--- src/rtl/prbs_pkg.sv ---
// rtl/prbs_pkg.sv - shared constants and state encoding for the PRBS9 symbol controller
package prbs_pkg;

  localparam logic [8:0] PRBS9_SEED_DEFAULT = 9'h1AA;
  localparam int         MAX_BITS_PER_SYM   = 8;

  localparam int IDX_IDLE  = 0;
  localparam int IDX_SEED  = 1;
  localparam int IDX_RUN   = 2;
  localparam int IDX_DRAIN = 3;
  localparam int IDX_DONE  = 4;

  // One-hot encoding: each state owns exactly one flop, addressed by IDX_*.
  typedef enum logic [4:0] {
    ST_IDLE  = 5'(1 << IDX_IDLE),
    ST_SEED  = 5'(1 << IDX_SEED),
    ST_RUN   = 5'(1 << IDX_RUN),
    ST_DRAIN = 5'(1 << IDX_DRAIN),
    ST_DONE  = 5'(1 << IDX_DONE)
  } state_t;

endpackage

--- src/rtl/prbs_sym_ctrl_if.sv ---
// rtl/prbs_sym_ctrl_if.sv - valid/ready symbol stream between packer and consumer
interface prbs_sym_ctrl_if #(
  parameter int BITS_PER_SYM = 2
);
  logic                    sym_valid;
  logic                    sym_ready;
  logic [BITS_PER_SYM-1:0] sym_data;

  modport master (output sym_valid, output sym_data, input  sym_ready);
  modport slave  (input  sym_valid, input  sym_data, output sym_ready);
endinterface

--- src/rtl/prbs9.sv ---
// rtl/prbs9.sv - PRBS9 (x^9 + x^5 + 1) serial bit source, MSB of the lfsr is the output bit
module prbs9
  import prbs_pkg::*;
#(
  parameter logic [8:0] SEED = PRBS9_SEED_DEFAULT
) (
  input  logic clk,
  input  logic rst_n,
  input  logic en,
  output logic bit_out
);

  logic [8:0] lfsr;

  always_ff @(posedge clk or negedge rst_n) begin
    if (!rst_n) begin
      lfsr <= SEED;
    end else if (en) begin
      lfsr <= {lfsr[7:0], lfsr[8] ^ lfsr[4]};
    end
  end

  assign bit_out = lfsr[8];

endmodule

--- src/rtl/prbs_sym_ctrl.sv ---
// rtl/prbs_sym_ctrl.sv - reseeds a prbs9, packs its bits MSB-first into symbols, bursts or streams
module prbs_sym_ctrl
  import prbs_pkg::*;
#(
  parameter int         BITS_PER_SYM = 2,
  parameter logic [8:0] SEED         = PRBS9_SEED_DEFAULT,
  parameter int         LEN_W        = 16
) (
  input  logic               clk,
  input  logic               rst,
  input  logic               start,
  input  logic               stop,
  input  logic [LEN_W-1:0]   burst_len,
  prbs_sym_ctrl_if.master    sym,
  output logic               busy,
  output logic               done,
  output logic [LEN_W-1:0]   sym_count
);

  localparam int               K_W    = $clog2(MAX_BITS_PER_SYM) + 1;
  localparam logic [K_W-1:0]   K_LAST = K_W'(BITS_PER_SYM - 1);

  state_t                  state_q, state_d;
  logic [LEN_W-1:0]        burst_len_q;
  logic [LEN_W-1:0]        produced;
  logic [BITS_PER_SYM-1:0] acc;
  logic [K_W-1:0]          k;
  logic [BITS_PER_SYM:0]   shifted;
  logic                    bit_out, en, rst_n_prbs;
  logic                    handshake, last_bit, limit_reached, accept_start;

  // The seed flop itself drives the generator reset so the pulse is glitch-free.
  assign rst_n_prbs    = ~(rst | state_q[IDX_SEED]);
  assign handshake     = sym.sym_valid & sym.sym_ready;
  assign last_bit      = (k == K_LAST);
  assign limit_reached = (burst_len_q != '0) && (produced == burst_len_q);
  assign accept_start  = state_q[IDX_IDLE] & start & ~stop;
  assign shifted       = {acc, bit_out};
  assign busy          = state_q[IDX_SEED] | state_q[IDX_RUN] | state_q[IDX_DRAIN];
  assign done          = state_q[IDX_DONE];

  // Holding en on a stalled last bit keeps the lfsr from advancing past unsent data.
  assign en = state_q[IDX_RUN] & ~limit_reached
            & ~(last_bit & sym.sym_valid & ~sym.sym_ready);

  prbs9 #(.SEED(SEED)) u_prbs9 (
    .clk     (clk),
    .rst_n   (rst_n_prbs),
    .en      (en),
    .bit_out (bit_out)
  );

  always_ff @(posedge clk or posedge rst) begin
    if (rst) state_q <= ST_IDLE;
    else     state_q <= state_d;
  end

  always_comb begin
    state_d = state_q;
    case (state_q)
      ST_IDLE:  if (start && !stop) state_d = ST_SEED;
      ST_SEED:  state_d = stop ? ST_IDLE : ST_RUN;
      ST_RUN: begin
        if (stop)               state_d = ST_IDLE;
        else if (limit_reached) state_d = ST_DRAIN;
      end
      ST_DRAIN: begin
        if (stop)                                  state_d = ST_IDLE;
        else if (!sym.sym_valid || sym.sym_ready)  state_d = ST_DONE;
      end
      ST_DONE:  state_d = ST_IDLE;
      default:  state_d = ST_IDLE;
    endcase
  end

  always_ff @(posedge clk or posedge rst) begin
    if (rst) begin
      sym.sym_valid <= 1'b0;
      sym.sym_data  <= '0;
      sym_count     <= '0;
      produced      <= '0;
      burst_len_q   <= '0;
      acc           <= '0;
      k             <= '0;
    end else if (accept_start) begin
      burst_len_q <= burst_len;
      sym_count   <= '0;
      produced    <= '0;
      acc         <= '0;
      k           <= '0;
    end else if (busy && stop) begin
      sym.sym_valid <= 1'b0;
      acc           <= '0;
      k             <= '0;
      if (handshake) sym_count <= sym_count + 1'b1;
    end else begin
      if (handshake && busy) sym_count <= sym_count + 1'b1;
      if (handshake)         sym.sym_valid <= 1'b0;
      if (en) begin
        if (last_bit) begin
          sym.sym_data  <= shifted[BITS_PER_SYM-1:0];
          sym.sym_valid <= 1'b1;
          acc           <= '0;
          k             <= '0;
          produced      <= produced + 1'b1;
        end else begin
          acc <= shifted[BITS_PER_SYM-1:0];
          k   <= k + 1'b1;
        end
      end
    end
  end

endmodule

--- src/flat_wrapper.sv ---
// flat-port wrapper written by rule: the top's interface ports become plain ports
module prbs_sym_ctrl_flat import prbs_pkg::*;
#(
  parameter int         BITS_PER_SYM = 2,
  parameter logic [8:0] SEED         = PRBS9_SEED_DEFAULT,
  parameter int         LEN_W        = 16
)
  (clk, rst, start, stop, burst_len, busy, done, sym_count, sym_sym_valid, sym_sym_data, sym_sym_ready);
  prbs_sym_ctrl_if #(.BITS_PER_SYM(BITS_PER_SYM)) sym_i ();
  input  logic clk;
  input  logic rst;
  input  logic start;
  input  logic stop;
  input  logic [LEN_W-1:0] burst_len;
  output logic busy;
  output logic done;
  output logic [LEN_W-1:0] sym_count;
  output wire logic [$bits(sym_i.sym_valid)-1:0] sym_sym_valid;
  output wire logic [$bits(sym_i.sym_data)-1:0] sym_sym_data;
  input wire logic [$bits(sym_i.sym_ready)-1:0] sym_sym_ready;
  assign sym_sym_valid = sym_i.sym_valid;
  assign sym_sym_data = sym_i.sym_data;
  assign sym_i.sym_ready = sym_sym_ready;
  prbs_sym_ctrl #(.BITS_PER_SYM(BITS_PER_SYM), .SEED(SEED), .LEN_W(LEN_W)) u_core (.clk(clk), .rst(rst), .start(start), .stop(stop), .burst_len(burst_len), .sym(sym_i), .busy(busy), .done(done), .sym_count(sym_count));
endmodule
--- config.mk ---
export PLATFORM = sky130hd
export DESIGN_NAME = prbs_sym_ctrl_flat
export DESIGN_NICKNAME = d
export VERILOG_FILES = /design/src/rtl/prbs_pkg.sv /design/src/rtl/prbs_sym_ctrl_if.sv /design/src/rtl/prbs9.sv /design/src/rtl/prbs_sym_ctrl.sv /design/src/flat_wrapper.sv
export SDC_FILE = /design/constraint.sdc
export NUM_CORES = 1
export LEC_CHECK = 0
export ABC_AREA = 0
export ABC_CLOCK_PERIOD_IN_PS = 1500
export BUFFER_PORTS_ARGS = -buffer_cell sky130_fd_sc_hd__buf_2
export CAP_MARGIN = 5
export CORE_UTILIZATION = 45
export DETAILED_ROUTE_END_ITERATION = 16
export GPL_TIMING_DRIVEN = 0
export HOLD_SLACK_MARGIN = 0.03
export PLACE_DENSITY = 0.67
export SKIP_CTS_REPAIR_TIMING = 1
export SLEW_MARGIN = 15
export SYNTH_ARGS = -nofsm -noshare
export SYNTH_HDL_FRONTEND = slang
export SYNTH_SLANG_ARGS = --single-unit
--- constraint.sdc ---
create_clock -name clk -period 1.5 [get_ports clk]
set_input_delay 0.075 -clock clk [delete_from_list [all_inputs] [get_ports clk]]
set_output_delay 0.075 -clock clk [all_outputs]
set_load 0.01 [all_outputs]
* Word level (Yosys, flattened, before mapping)
Index checks and enable logic that the tools add are counted. W data, S select, Z words.
Storage, ports and cells: latch bits 0, output and inout port bits 21, bits in registers 70, memories 0, input bits 21, RAM bits 0, memory bits (read-only) 0
Cells by class: shift operators 0, order comparisons 0, reductions and logical operators 16, equal/unequal tests 11, add/sub/neg operators 3, multiplexer cells 27, divide/modulo/power cells 0, multipliers 0, bitwise logic cells 17
Operator list (number):
- $mux W16 | 8
- $add A16 B1 Y16 const B | 2
- $mux W5 | 5
- $pmux W5 S4 | 1
- $eq A16 B16 Y1 | 1
- $mux W4 | 4
- $reduce_bool A16 Y1 | 1
- $mux W1 | 8
- $and A1 B1 Y1 | 7
- $ne A3 B2 Y1 const B | 2
- $not A1 Y1 | 6
- $reduce_and A3 Y1 | 2
- $reduce_bool A3 Y1 | 2
- $eq A5 B1 Y1 const B | 1
- $eq A5 B2 Y1 const B | 1
- $eq A5 B3 Y1 const B | 1
- $eq A5 B4 Y1 const B | 1
- $add A4 B1 Y4 const B | 1
- $eq A4 B1 Y1 const B | 1
- $logic_and A1 B1 Y1 | 4
- $ne A2 B1 Y1 const B | 2
- $reduce_and A4 Y1 | 1
- $reduce_bool A2 Y1 | 2
- $mux W3 | 1
- other kinds (6) | 9

* Logic depth before layout (Yosys ltp)
Gate-level depths: netlist of run 1.
depth in word-level cells 8, gate-level depth with buffers 9, depth with buffers taken out 8

* By module
Synthesis of run 1 repeated with hierarchy kept, for this count alone.
Second synthesis, totals: cells, all modules 407, area total of the unflattened synthesis 3743.6 um^2
Modules (own cells, without submodules):
- prbs_sym_ctrl | times used 1, sequential area each 1527.7 um^2, cells an instance 386, area an instance 3363.2 um^2
- prbs9 | times used 1, sequential area each 231.5 um^2, cells an instance 21, area an instance 380.4 um^2

* Least setup slack after synthesis of run 1
OpenSTA, ideal clock, no wires.
path kind flip-flop to flip-flop, start reg u_core.k[1], end reg u_core.produced[5], setup time 0.076 ns, clock period less this slack 2.017 ns, data arrival time 1.941 ns, setup slack -0.517 ns, stages on the path, launching flop included 9, path buffers 0, path through dfrtp_1 -> inv_1 -> ha_1 -> nor3b_2 -> nand3_1 -> nand2b_1 -> a21o_1 -> or4_1 -> o21ai_1
Between the ends: longest elaborated chain between the ends 7, elaborated cells between the ends (all ways) 8
RTL lines:
- start: declaration | RTL line prbs_sym_ctrl.sv:27 | logic [K_W-1:0] k;
- start signal: assignment | RTL line prbs_sym_ctrl.sv:108 | k <= k + 1'b1;
- $eq A4 B1 Y1 (*) | RTL line prbs_sym_ctrl.sv:35 | assign last_bit = (k == K_LAST);
- $and A1 B1 Y1 (2 in a row) | RTL line prbs_sym_ctrl.sv:44 | & ~(last_bit & sym.sym_valid & ~sym.sym_ready);
- $not A1 Y1 | RTL line prbs_sym_ctrl.sv:44
- $and A1 B1 Y1 | RTL line prbs_sym_ctrl.sv:44
- $reduce_bool A2 Y1 (no line)
- $reduce_and A3 Y1 (no line) (*)
- end signal: assignment | RTL line prbs_sym_ctrl.sv:105 | produced <= produced + 1'b1;
- end: declaration | RTL line prbs_sym_ctrl.sv:25 | logic [LEN_W-1:0] produced;
Every way passes the cells marked *; elsewhere a longest branch is shown, timed or not. A chain may end at the register's enable or synchronous reset.

* Worst setup path after layout of run 1
start reg u_core.produced[9], end reg u_core.produced[10]
Between the ends: longest elaborated chain between the ends 7, elaborated cells between the ends (all ways) 12
RTL lines:
- parallel branches: the longest is 7 deep, another holds $add A16 B1 Y16
Parallel ways; which one is timed is not known. The select of a mux whose other input is x is not followed.

==> summary.txt, run 1 <==
Outcome
  – Outcome: finished, violations left
  – Failing checks: setup timing

Die
  – CORE AREA: 0.007727 sq mm
  – Number of I/O pins: 42
  – Initial Utilization: 46.31%
  – Die ar.: 0.008313 sq mm
  – Row count: 32
  – Die Y-Extent: 91.18 microns
  – Die X-Extent: 91.18 microns

Drt
  – Via Count: 3159
  – Router iterations before antenna repair: 4
  – DRC: 0
  – Detailed Route Iter0 Violations: 182
  – Post-route ant nets: 0
  – Vias per cell: 5.382
  – Per-cell routed wire length: 15.55 microns
  – Total wire length: 9.127 mm

Clock tree
  – CTS tree: built
  – H-tree Lvls: 3
  – CTS Buf Count: 9
  – Later-pin clock latency in the skew report: 0.34 ns
  – Reg clk slew, reported paths: 0.07 ns
  – CTS Sinks: 70
  – CTS Root Buffer Type: clkbuf_8
  – Clk buf depth: 2

Final layout
  – Layout cells sized above 1: 42.47%
  – Fin nets: 505
  – Fin util: 67.02%
  – Diode count: 0
  – Syn-to-layout area delta: 44.72%

Power and ir drop
  – Sw Ratio: 25.06%
  – Register share of total power: 47.1%
  – Power Density: 881.9 mW/mm^2
  – Leakage dissipation: 2.430 nW
  – Clk network pwr share: 40.7%
  – Power share of the combinational group: 12.2%
  – Max VDD drop: 0.5096 mV
  – Int Power: 3.423 mW
  – Sw Pwr: 1.145 mW

Critical path
  – CP arrival: 2.38 ns
  – Crit-path slowest cell: dfrtp_2
  – CP most frequent cell: buf_6
  – Crit path launch type: register
  – Worst path max stage delay: 0.48 ns
  – Reg2Reg Launch Point: u_core.produced[9]$_DFFE_PP0P_
  – Critical path class: register to register
  – Reg2Reg Depth: 8
  – R2R Setup Slk: -0.66 ns
  – WP data required: 1.72 ns
  – Critical Path, Cell by Cell: xor2_2, nor4_1, and4_1, buf_6, buf_6, a211oi_4, a31oi_1, a41o_1
  – Crit end category: register
  – Critical-path maximum fanout: 7
  – FF-to-FF End: u_core.produced[10]$_DFFE_PP0P_

Yosys
  – Post-synth net total: 396
  – Post-synth top area share: 44.76%
  – Count of cell types in the netlist: 54
  – Synth area leaders: dfrtp_1 45%, nand2_1 7.8%, xor2_1 6.4%
  – Most used flip-flop cell after synthesis: dfrtp_1
  – Post-synth EDFFs: 0
  – Synthesized flop and latch total: 70
  – Cells after synthesis: 371
  – Commonest cells post-synth: 74 x nand2_1, 64 x dfrtp_1, 30 x nor2_1, 26 x xor2_1, 15 x a21oi_1
  – Area leader, netlist: dfrtp_1
  – Synth Cell Area: 0.003578 sq mm
  – FFs w/ async S/R, synth: 100.0%
  – Yosys warns: 0
  – Mean Syn Cell Area: 9.645 sq um
  – Sequential area share after synthesis: 49.16%
  – Most common cell in the netlist: nand2_1

Placement
  – GP Congestion: 0.7834
  – Buffers on Ports: 41
  – HPWL Detailed: 5.557 mm

Timing
  – Worst slew pin tran: 0.7514 ns
  – Fmax: 462.9 MHz
  – Setup_tns: -21.11 ns
  – Final setup skew: 0.009065 ns
  – Final Max Slew Viols: 0
  – PnR worst setup slack: -0.6601 ns
  – RSZ-0062 raised after global routing: true
  – Hold Fails Final Rpt: 0
  – Post-route minimum period: 2.160 ns
  – Final setup violation count: 52
  – Period utilization: 144.0%
  – Hold_ws: 0.01035 ns
  – Worst rel slew slack: 49.72%

Min path
  – Worst Hold End: u_core.state_q[1]$_DFFE_PP0P_
  – Min-delay src: stop
  – Worst hold path type: input port to register
  – Hold Path Depth: 2

Run
  – Max-Cap Viols: 0

GRT
  – Vias in the first global route: 2763
  – Largest net degree at the start of global routing: 23
  – Global route overflow: 0
  – First-pass GRT wire length: 13.37 mm
  – Gr usage total: 20.25%
  – Initial antenna violation count: 0
[worst max-delay path: cells and delay by family, from the launching register on]
kind / cells / cell delay [ns]
AOI/OAI and AO/OA: 3 / 0.74
xor gates and xnor gates: 1 / 0.24
buffers and inverters: 2 / 0.27
DFF: 1 / 0.48
and+or+nand+nor: 2 / 0.31
[stage by stage]
stage	setup slack (ns)	power, mW	instances	instance area, sq um
finish	-0.6601	4.567	587	5179
global route	-0.6725	4.751	587	5179
global placement	-0.6966	2.507	514	3971
floorplan	-0.4518	2.396	371	3638
detailed placement	-0.7365	2.543	516	4026
CTS	-0.7435	4.400	532	4273
[power by group through the flow]
stage | Combinational (mW) | Clock [mW] | Sequential, mW
6_report | 0.556 | 1.86 | 2.15
3_5_place_dp | 0.402 | 0 | 2.14
3_3_place_gp | 0.372 | 0 | 2.14
2_1_floorplan | 0.284 | 0 | 2.11
5_1_grt | 0.616 | 1.96 | 2.17
4_1_cts | 0.406 | 1.89 | 2.11
[cell families after synthesis]
logic type / after synthesis / share of synthesized area [%]
DFF: 70 / 49.16
and+or+nand+nor: 176 / 24.69
AOI/OAI and AO/OA: 50 / 9.441
muxes: 15 / 4.545
xor gates and xnor gates: 32 / 7.832
adders and majority gates: 4 / 1.399
buffers and inverters: 24 / 2.937
[sequential cells by signal, summed over array words and instances, names as in the netlist]
register,flops
u_core.produced,16
u_core.acc,1
u_core.sym.sym_valid,1
u_core.sym.sym_data,2
u_core.burst_len_q,16
u_core.state_q,5
u_core.u_prbs9.lfsr,9
u_core.k,4
u_core.sym_count,16
[how the worst max path moves through the flow]
stage / startpoint / to / cells past startpoint
detailed placement: u_core.burst_len_q[7]$_DFFE_PP0P_ / u_core.sym.sym_data[0]$_DFFE_PP0P_ / 6
finish: u_core.produced[9]$_DFFE_PP0P_ / u_core.produced[10]$_DFFE_PP0P_ / 8
floorplan: u_core.k[1]$_DFFE_PP0P_ / u_core.produced[5]$_DFFE_PP0P_ / 8
global route: u_core.produced[9]$_DFFE_PP0P_ / u_core.produced[10]$_DFFE_PP0P_ / 8
global placement: u_core.burst_len_q[7]$_DFFE_PP0P_ / u_core.sym.sym_data[1]$_DFFE_PP0P_ / 6
CTS: u_core.burst_len_q[7]$_DFFE_PP0P_ / u_core.sym.sym_data[1]$_DFFE_PP0P_ / 6
[cells in the final DEF, fill, tap and decap left out, drive strengths merged, types with 4 or more instances in the layout]
master       synthesis  routed
a21oi               16      16
and3                 6       6
buf                  8      92
clkbuf               9      16
dfrtp               64      64
dfstp                6       6
dlygate4sd3          0      17
ha                   4       4
inv                  7       6
mux2                10      10
mux2i                5       5
nand2               74      74
nand3               10      10
nand4               12      12
nor2                31      31
nor4                11      11
o21ai               15      15
or2                  4       4
or3                  9       9
xnor2                6       6
xor2                26      26
[per-layer routing]
metal	global-route usage (%)	up-vias	wire, microns
li1	-	1490	-
met1	26.54	1584	3989
met2	33.40	67	4596
met3	2.848	18	335
met4	8.995	0	205
met5	0	-	0
[area by class of cell]
type / count / area (sq um)
Multi-Input combinational cell: 277 / 2098
Buffer: 14 / 102.6
Inverter: 7 / 30.03
Timing Repair Buffer: 101 / 798.3
Clock inverter: 6 / 108.9
Tap cell: 102 / 127.6
Sequential cell: 70 / 1775
Fill cell: 566 / 2549
Clock buffer: 10 / 137.6
(Power assumes the default switching activity.)
==> run 2: changes to the inputs <==
--- a/config.mk
+++ b/config.mk
@@ -6,14 +6,13 @@
 export NUM_CORES = 1
 export LEC_CHECK = 0
 export ABC_AREA = 0
-export ABC_CLOCK_PERIOD_IN_PS = 1500
+export ABC_CLOCK_PERIOD_IN_PS = 2700
 export BUFFER_PORTS_ARGS = -buffer_cell sky130_fd_sc_hd__buf_2
 export CAP_MARGIN = 5
 export CORE_UTILIZATION = 45
 export DETAILED_ROUTE_END_ITERATION = 16
 export GPL_TIMING_DRIVEN = 0
 export HOLD_SLACK_MARGIN = 0.03
-export PLACE_DENSITY = 0.67
 export SKIP_CTS_REPAIR_TIMING = 1
 export SLEW_MARGIN = 15
 export SYNTH_ARGS = -nofsm -noshare
==> constraint.sdc (replaced) <==
create_clock -name clk -period 2.7 [get_ports clk]
set_input_delay 0.135 -clock clk [delete_from_list [all_inputs] [get_ports clk]]
set_output_delay 0.135 -clock clk [all_outputs]
set_load 0.01 [all_outputs]
==> summary.txt, run 2 (synthesis gave the netlist of run 1 again) <==
Outcome
  – Outcome: complete, no violations

Final layout
  – Finished Cell Area: 0.004317 sq mm (-17%)
  – Diode count: 0 (unchanged)
  – Post-route insts no fill: 548 (-6.6%)
  – Fillers: 716 (+27%)
  – Layout cells sized above 1: 20.85% (-22 points)
  – Sequential Area: 0.001759 sq mm (-0.92%)
  – Area of the multi-input gates: 0.001714 sq mm (-18%)
  – Commonest non-fill, non-tap cells in the layout: 74 x nand2_1, 64 x dfrtp_1, 44 x buf_2
  – Commonest non-fill, non-tap cell in the layout: nand2_1
  – Largest registers: u_core.burst_len_q: 16 flops, u_core.produced: 16 flops, u_core.sym_count: 16 flops
  – Fin util: 55.86% (-11 points)
  – Syn-to-layout area delta: 20.63%
  – Fin nets: 466 (-7.7%)

Critical path
  – Critical path class: register to register
  – Reg2Reg Launch Point: u_core.k[1]$_DFFE_PP0P_
  – CP bufs+invs: 2 (unchanged)
  – WP data required: 2.93 ns (+1.21 ns)
  – Critical-path maximum fanout: 10 (+3)
  – Crit path launch type: register
  – Crit-path leading delay family: simple AND/OR/NAND/NOR gates
  – R2R Setup Slk: 0.25 ns (+0.91 ns)
  – Critical Path, Cell by Cell: inv_1, ha_1, nor3b_2, nand3_1, nand2b_1, a21oi_1, buf_2, a21oi_1, a31o_2
  – CP arrival: 2.68 ns (+0.30 ns)
  – Crit-path slowest cell: dfrtp_1
  – Worst path depth: 9 (+1)
  – Reg2Reg Depth: 9 (+1)
  – Crit end category: register
  – Worst path max stage delay: 0.40 ns (-0.08 ns)
  – CP most frequent cell: a21oi_1
  – FF-to-FF End: u_core.produced[2]$_DFFE_PP0P_

Placement
  – Setup WS pre-CTS: 0.3161 ns (+1.053 ns)
  – Buffers on Ports: 41 (unchanged)
  – Placed Cells: 515 (-0.19%)
  – HPWL Detailed: 5.352 mm (-3.7%)
  – GP Congestion: 0.7714 (-1.5%)
  – Placed inst area: 0.003941 sq mm (-2.1%)

Timing
  – PnR worst setup slack: 0.2485 ns (+0.9085 ns)
  – Worst rel slew slack: 54.03% (+4.3 points)
  – RSZ-0062 raised after global routing: false
  – Hold_ws: 0.05456 ns (+0.04421 ns)
  – Final setup violation count: 0 (-100%)
  – Final Max Slew Viols: 0 (unchanged)
  – Setup_tns: 0 ns (+21.11 ns)
  – Final setup skew: 0.01234 ns (+0.003272 ns)
  – Worst slew pin tran: 0.6870 ns (-0.06443 ns)
  – Fmax: 407.9 MHz (-12%)
  – Period utilization: 90.80% (-53 points)
  – Post-route minimum period: 2.452 ns (+0.2915 ns)
  – Hold Fails Final Rpt: 0 (unchanged)

Drt
  – Post-route ant nets: 0 (unchanged)
  – Vias per cell: 5.221 (-3.0%)
  – Router iterations before antenna repair: 6 (+2)
  – Detailed Route Iter0 Violations: 138 (-24%)
  – Per-cell routed wire length: 13.87 microns (-11%)
  – DRC: 0 (unchanged)
  – Via Count: 2861 (-9.4%)
  – Total wire length: 7.602 mm (-17%)

Power and ir drop
  – Max VDD drop: 0.2613 mV (-49%)
  – Tot Pwr: 2.271 mW (-50%)
  – Power Density: 526.2 mW/mm^2 (-40%)
  – Leakage dissipation: 2.132 nW (-12%)

Min path
  – Worst hold path type: input port to register
  – Min-delay src: stop
  – Hold Path Depth: 2 (unchanged)
  – Worst Hold End: u_core.state_q[1]$_DFFE_PP0P_

GRT
  – Vias in the first global route: 2748 (-0.54%)
  – Global route overflow: 0 (unchanged)
  – First-pass GRT wire length: 13.14 mm (-1.7%)
  – Gr usage total: 19.91% (-0.35 points)
  – Largest net degree at the start of global routing: 47 (+100%)
  – Initial antenna violation count: 0 (unchanged)

Die
  – Initial Utilization: 46.31% (unchanged)
  – Die X-Extent: 91.18 microns (unchanged)
  – Row count: 32 (unchanged)
  – Die ar.: 0.008313 sq mm (unchanged)
  – Die Y-Extent: 91.18 microns (unchanged)
  – Number of I/O pins: 42 (unchanged)
  – CORE AREA: 0.007727 sq mm (unchanged)

Clock tree
  – Later-pin clock latency in the skew report: 0.34 ns (about the same)
  – CTS tree: built
  – CTS Sinks: 70 (unchanged)
  – CTS Buf Count: 9 (unchanged)
  – CTS Root Buffer Type: clkbuf_8
  – Reg clk slew, reported paths: 0.08 ns (about the same)
  – Clk buf depth: 2 (unchanged)
  – H-tree Lvls: 3 (unchanged)

Run
  – Max-Cap Viols: 0 (unchanged)
## run 2: cell types whose count changed in the layout (fill, tap and decap cells not counted), sizes merged
cell,previous run,this run
buf,92,50
bufinv,3,1
clkbuf,16,19
clkinv,3,1
clkinvlp,1,2
inv,6,9
## run 2: cell type report
type | instances | area share [%]
Clock inverter | 6 | 1.565
Tap cell | 102 | 2.957
Timing Repair Buffer | 59 | 9.333
Inverter | 7 | 0.6667
Multi-Input combinational cell | 277 | 39.71
Clock buffer | 10 | 3.188
Sequential cell | 70 | 40.75
Buffer | 17 | 1.826
## run 2: worst max-delay path by stage
stage	start	endpoint	slack [ns]
6_report	u_core.k[1]$_DFFE_PP0P_	u_core.produced[2]$_DFFE_PP0P_	0.25
5_1_grt	u_core.k[1]$_DFFE_PP0P_	u_core.produced[11]$_DFFE_PP0P_	0.04
4_1_cts	u_core.k[1]$_DFFE_PP0P_	u_core.produced[2]$_DFFE_PP0P_	0.29
3_5_place_dp	u_core.k[1]$_DFFE_PP0P_	u_core.produced[2]$_DFFE_PP0P_	0.32
3_3_place_gp	rst	u_core.burst_len_q[2]$_DFFE_PP0P_	0.15
2_1_floorplan	u_core.k[1]$_DFFE_PP0P_	u_core.produced[5]$_DFFE_PP0P_	0.68
## run 2: where the power goes
group	leakage [nW]	internal (mW)	switching [mW]
registers	0.929	1.11	0.0566
logic	1.10	0.101	0.125
clock network	0.0993	0.457	0.421
total	2.13	1.67	0.603
## run 2: per-layer routing
layer	share of wire, %	global-route usage [%]
met1	49	26.87
met5	0	0
met4	2.2	8.201
met2	46	31.76
met3	2.7	3.434
## run 2: worst register-to-register path, cell delays in order (launching register included)
cell      delay (ns)
dfrtp_1         0.40
inv_1           0.09
ha_1            0.15
nor3b_2         0.27
nand3_1         0.30
nand2b_1        0.26
a21oi_1         0.26
buf_2           0.29
a21oi_1         0.10
a31o_2          0.21
==> run 3: changes to the inputs <==
--- a/config.mk
+++ b/config.mk
@@ -5,7 +5,7 @@
 export SDC_FILE = /design/constraint.sdc
 export NUM_CORES = 1
 export LEC_CHECK = 0
-export ABC_AREA = 0
+export ABC_AREA = 1
 export ABC_CLOCK_PERIOD_IN_PS = 2700
 export BUFFER_PORTS_ARGS = -buffer_cell sky130_fd_sc_hd__buf_2
 export CAP_MARGIN = 5
==> summary.txt, run 3 <==
Timing
  – Fmax: 519.8 MHz (+27%)
  – RSZ-0062 raised after global routing: false
  – Final setup skew: 0.01272 ns (+0.0003880 ns)
  – Hold Fails Final Rpt: 2 (+2)
  – PnR worst setup slack: 0.7764 ns (+0.5279 ns)
  – Hold_ws: -0.004522 ns (-0.05908 ns)
  – Worst slew pin tran: 0.6947 ns (+0.007741 ns)
  – Final Max Slew Viols: 0 (unchanged)
  – Setup_tns: 0 ns (unchanged)
  – Final setup violation count: 0 (unchanged)
  – Post-route minimum period: 1.924 ns (-0.5279 ns)
  – Period utilization: 71.25% (-20 points)
  – Worst rel slew slack: 53.52% (-0.52 points)

Critical path
  – Reg2Reg Launch Point: u_core.state_q[0]$_DFFE_PP1P_
  – CP arrival: 2.21 ns (-0.47 ns)
  – WP data required: 2.99 ns (+0.06 ns)
  – Critical-path maximum fanout: 10 (unchanged)
  – Critical path class: register to register
  – Critical Path Source: u_core.state_q[0]$_DFFE_PP1P_
  – Crit path launch type: register
  – Crit end category: register

Placement
  – GP Congestion: 0.8918 (+16%)
  – Setup WS pre-CTS: 0.7397 ns (+0.4236 ns)
  – HPWL Detailed: 6.598 mm (+23%)
  – Placed Cells: 684 (+33%)
  – Buffers on Ports: 41 (unchanged)

Die
  – Row count: 34 (+6.3%)
  – Die Y-Extent: 96.83 microns (+6.2%)
  – Initial Utilization: 46.40% (+0.091 points)
  – Die X-Extent: 96.83 microns (+6.2%)
  – CORE AREA: 0.008721 sq mm (+13%)
  – Number of I/O pins: 42 (unchanged)
  – Die ar.: 0.009375 sq mm (+13%)

Yosys
  – Post-synth net total: 559 (+41%)
  – Synth area leaders: dfrtp_1 40%, nand2_1 13%, inv_1 7.1%
  – Mean Syn Cell Area: 7.577 sq um (-21%)
  – FFs w/ async S/R, synth: 100.0% (unchanged)
  – Sequential area share after synthesis: 43.48% (-5.7 points)
  – Post-synth top area share: 39.58% (-5.2 points)
  – Yosys warns: 0 (unchanged)
  – Synth Cell Area: 0.004046 sq mm (+13%)
  – Most used flip-flop cell after synthesis: dfrtp_1
  – Cells after synthesis: 534 (+44%)
  – Count of cell types in the netlist: 39 (-28%)
  – Post-synth EDFFs: 0 (unchanged)
  – Area leader, netlist: dfrtp_1
  – Commonest cells post-synth: 143 x nand2_1, 77 x inv_1, 64 x dfrtp_1, 52 x nand3_1, 38 x nor2_1
  – Synthesized flop and latch total: 70 (unchanged)
  – Most common cell in the netlist: nand2_1

GRT
  – Initial antenna violation count: 0 (unchanged)
  – Largest net degree at the start of global routing: 48 (+2.1%)
  – First-pass GRT wire length: 15.77 mm (+20%)
  – Global route overflow: 0 (unchanged)
  – Gr usage total: 20.76% (+0.86 points)
  – Vias in the first global route: 3452 (+26%)

Min path
  – Worst hold path type: input port to register
  – Min-delay src: burst_len[14]

Clock tree
  – CTS Sinks: 70 (unchanged)
  – Clk buf depth: 2 (unchanged)
  – H-tree Lvls: 3 (unchanged)
  – Reg clk slew, reported paths: 0.08 ns (about the same)
  – CTS Root Buffer Type: clkbuf_8
  – Later-pin clock latency in the skew report: 0.35 ns (about the same)
  – CTS Buf Count: 9 (unchanged)
  – CTS tree: built

Power and ir drop
  – Tot Pwr: 3.447 mW (+52%)
  – Power Density: 727.8 mW/mm^2 (+38%)
  – Max VDD drop: 0.4058 mV (+55%)
  – Leakage dissipation: 2.433 nW (+14%)

Drt
  – Per-cell routed wire length: 12.82 microns (-7.6%)
  – Post-route ant nets: 0 (unchanged)
  – Vias per cell: 4.993 (-4.4%)
  – Router iterations before antenna repair: 5 (-1)
  – Via Count: 3555 (+24%)
  – DRC: 0 (unchanged)
  – Detailed Route Iter0 Violations: 143 (+3.6%)
  – Total wire length: 9.125 mm (+20%)

Outcome
  – Failing checks: hold timing
  – Outcome: finished, violations left

Final layout
  – Fillers: 826 (+15%)
  – Layout cells sized above 1: 18.54% (-2.3 points)
  – Sequential Area: 0.001759 sq mm (unchanged)
  – Area of the multi-input gates: 0.001874 sq mm (+9.3%)
  – Post-route insts no fill: 712 (+30%)
  – Commonest non-fill, non-tap cells in the layout: 143 x nand2_1, 76 x inv_1, 64 x dfrtp_1
  – Diode count: 0 (unchanged)
  – Largest registers: u_core.burst_len_q: 16 flops, u_core.produced: 16 flops, u_core.sym_count: 16 flops
  – Fin nets: 624 (+34%)
  – Commonest non-fill, non-tap cell in the layout: nand2_1
  – Syn-to-layout area delta: 17.04%

Run
  – Max-Cap Viols: 0 (unchanged)
run 3: area by class of cell:
class	count	area share, %
Clock inverter	7	1.585
Clock buffer	9	2.616
Multi-Input combinational cell	365	39.58
Timing Repair Buffer	54	7.450
Sequential cell	70	37.15
Tap cell	108	2.853
Buffer	13	1.849
Inverter	86	6.922
run 3: final timing paths:
kind / end / slack [ns] / cells past startpoint
min reg2reg: u_core.u_prbs9.lfsr[4]$_DFFE_PP0P_ / 0.47 / 1
min: u_core.burst_len_q[14]$_DFFE_PP0P_ / -0.005 / 3
max: u_core.burst_len_q[12]$_DFFE_PP0P_ / 0.78 / 6
min in group asynchronous: u_core.sym_count[8]$_DFFE_PP0P_ / 0.25 / 3
max reg2reg: u_core.burst_len_q[12]$_DFFE_PP0P_ / 0.78 / 6
max in group asynchronous: u_core.u_prbs9.lfsr[0]$_DFFE_PP0P_ / 1.78 / 3
run 3: critical path, stage by stage (launching register included):
cell	delay [ns]
dfstp_2	0.55
nand3_1	0.21
inv_1	0.17
buf_2	0.28
clkbuf_1	0.44
nand2_1	0.12
nand2_1	0.08
run 3: metal layers:
metal  up-vias  GRT usage (%)  wire, microns
met5         -              0              0
li1       1834              -              -
met4         0          5.626            119
met1      1641          28.24           4467
met3        12          4.335            389
met2        68          33.59           4148
run 3: kinds of logic after synthesis:
family,count (synthesis),share of synthesized area [%]
buf+inv,99,10.20
compound gates,54,7.205
xor+xnor,15,3.247
simple gates,292,34.63
fa+ha+maj,4,1.237
flops,70,43.48
run 3: metrics by stage:
stage | utilization (%) | instance area [sq um]
2_1_floorplan | - | 4046
3_3_place_gp | 50.30 | 4387
3_5_place_dp | 50.65 | 4417
4_1_cts | 52.93 | 4616
5_1_grt | 54.30 | 4736
6_report | 54.30 | 4736
run 3: where the power goes:
group,total [mW],internal [mW],switching [mW]
Combinational,1.09,0.389,0.705
Sequential,1.49,1.32,0.176
Clock,0.858,0.427,0.431
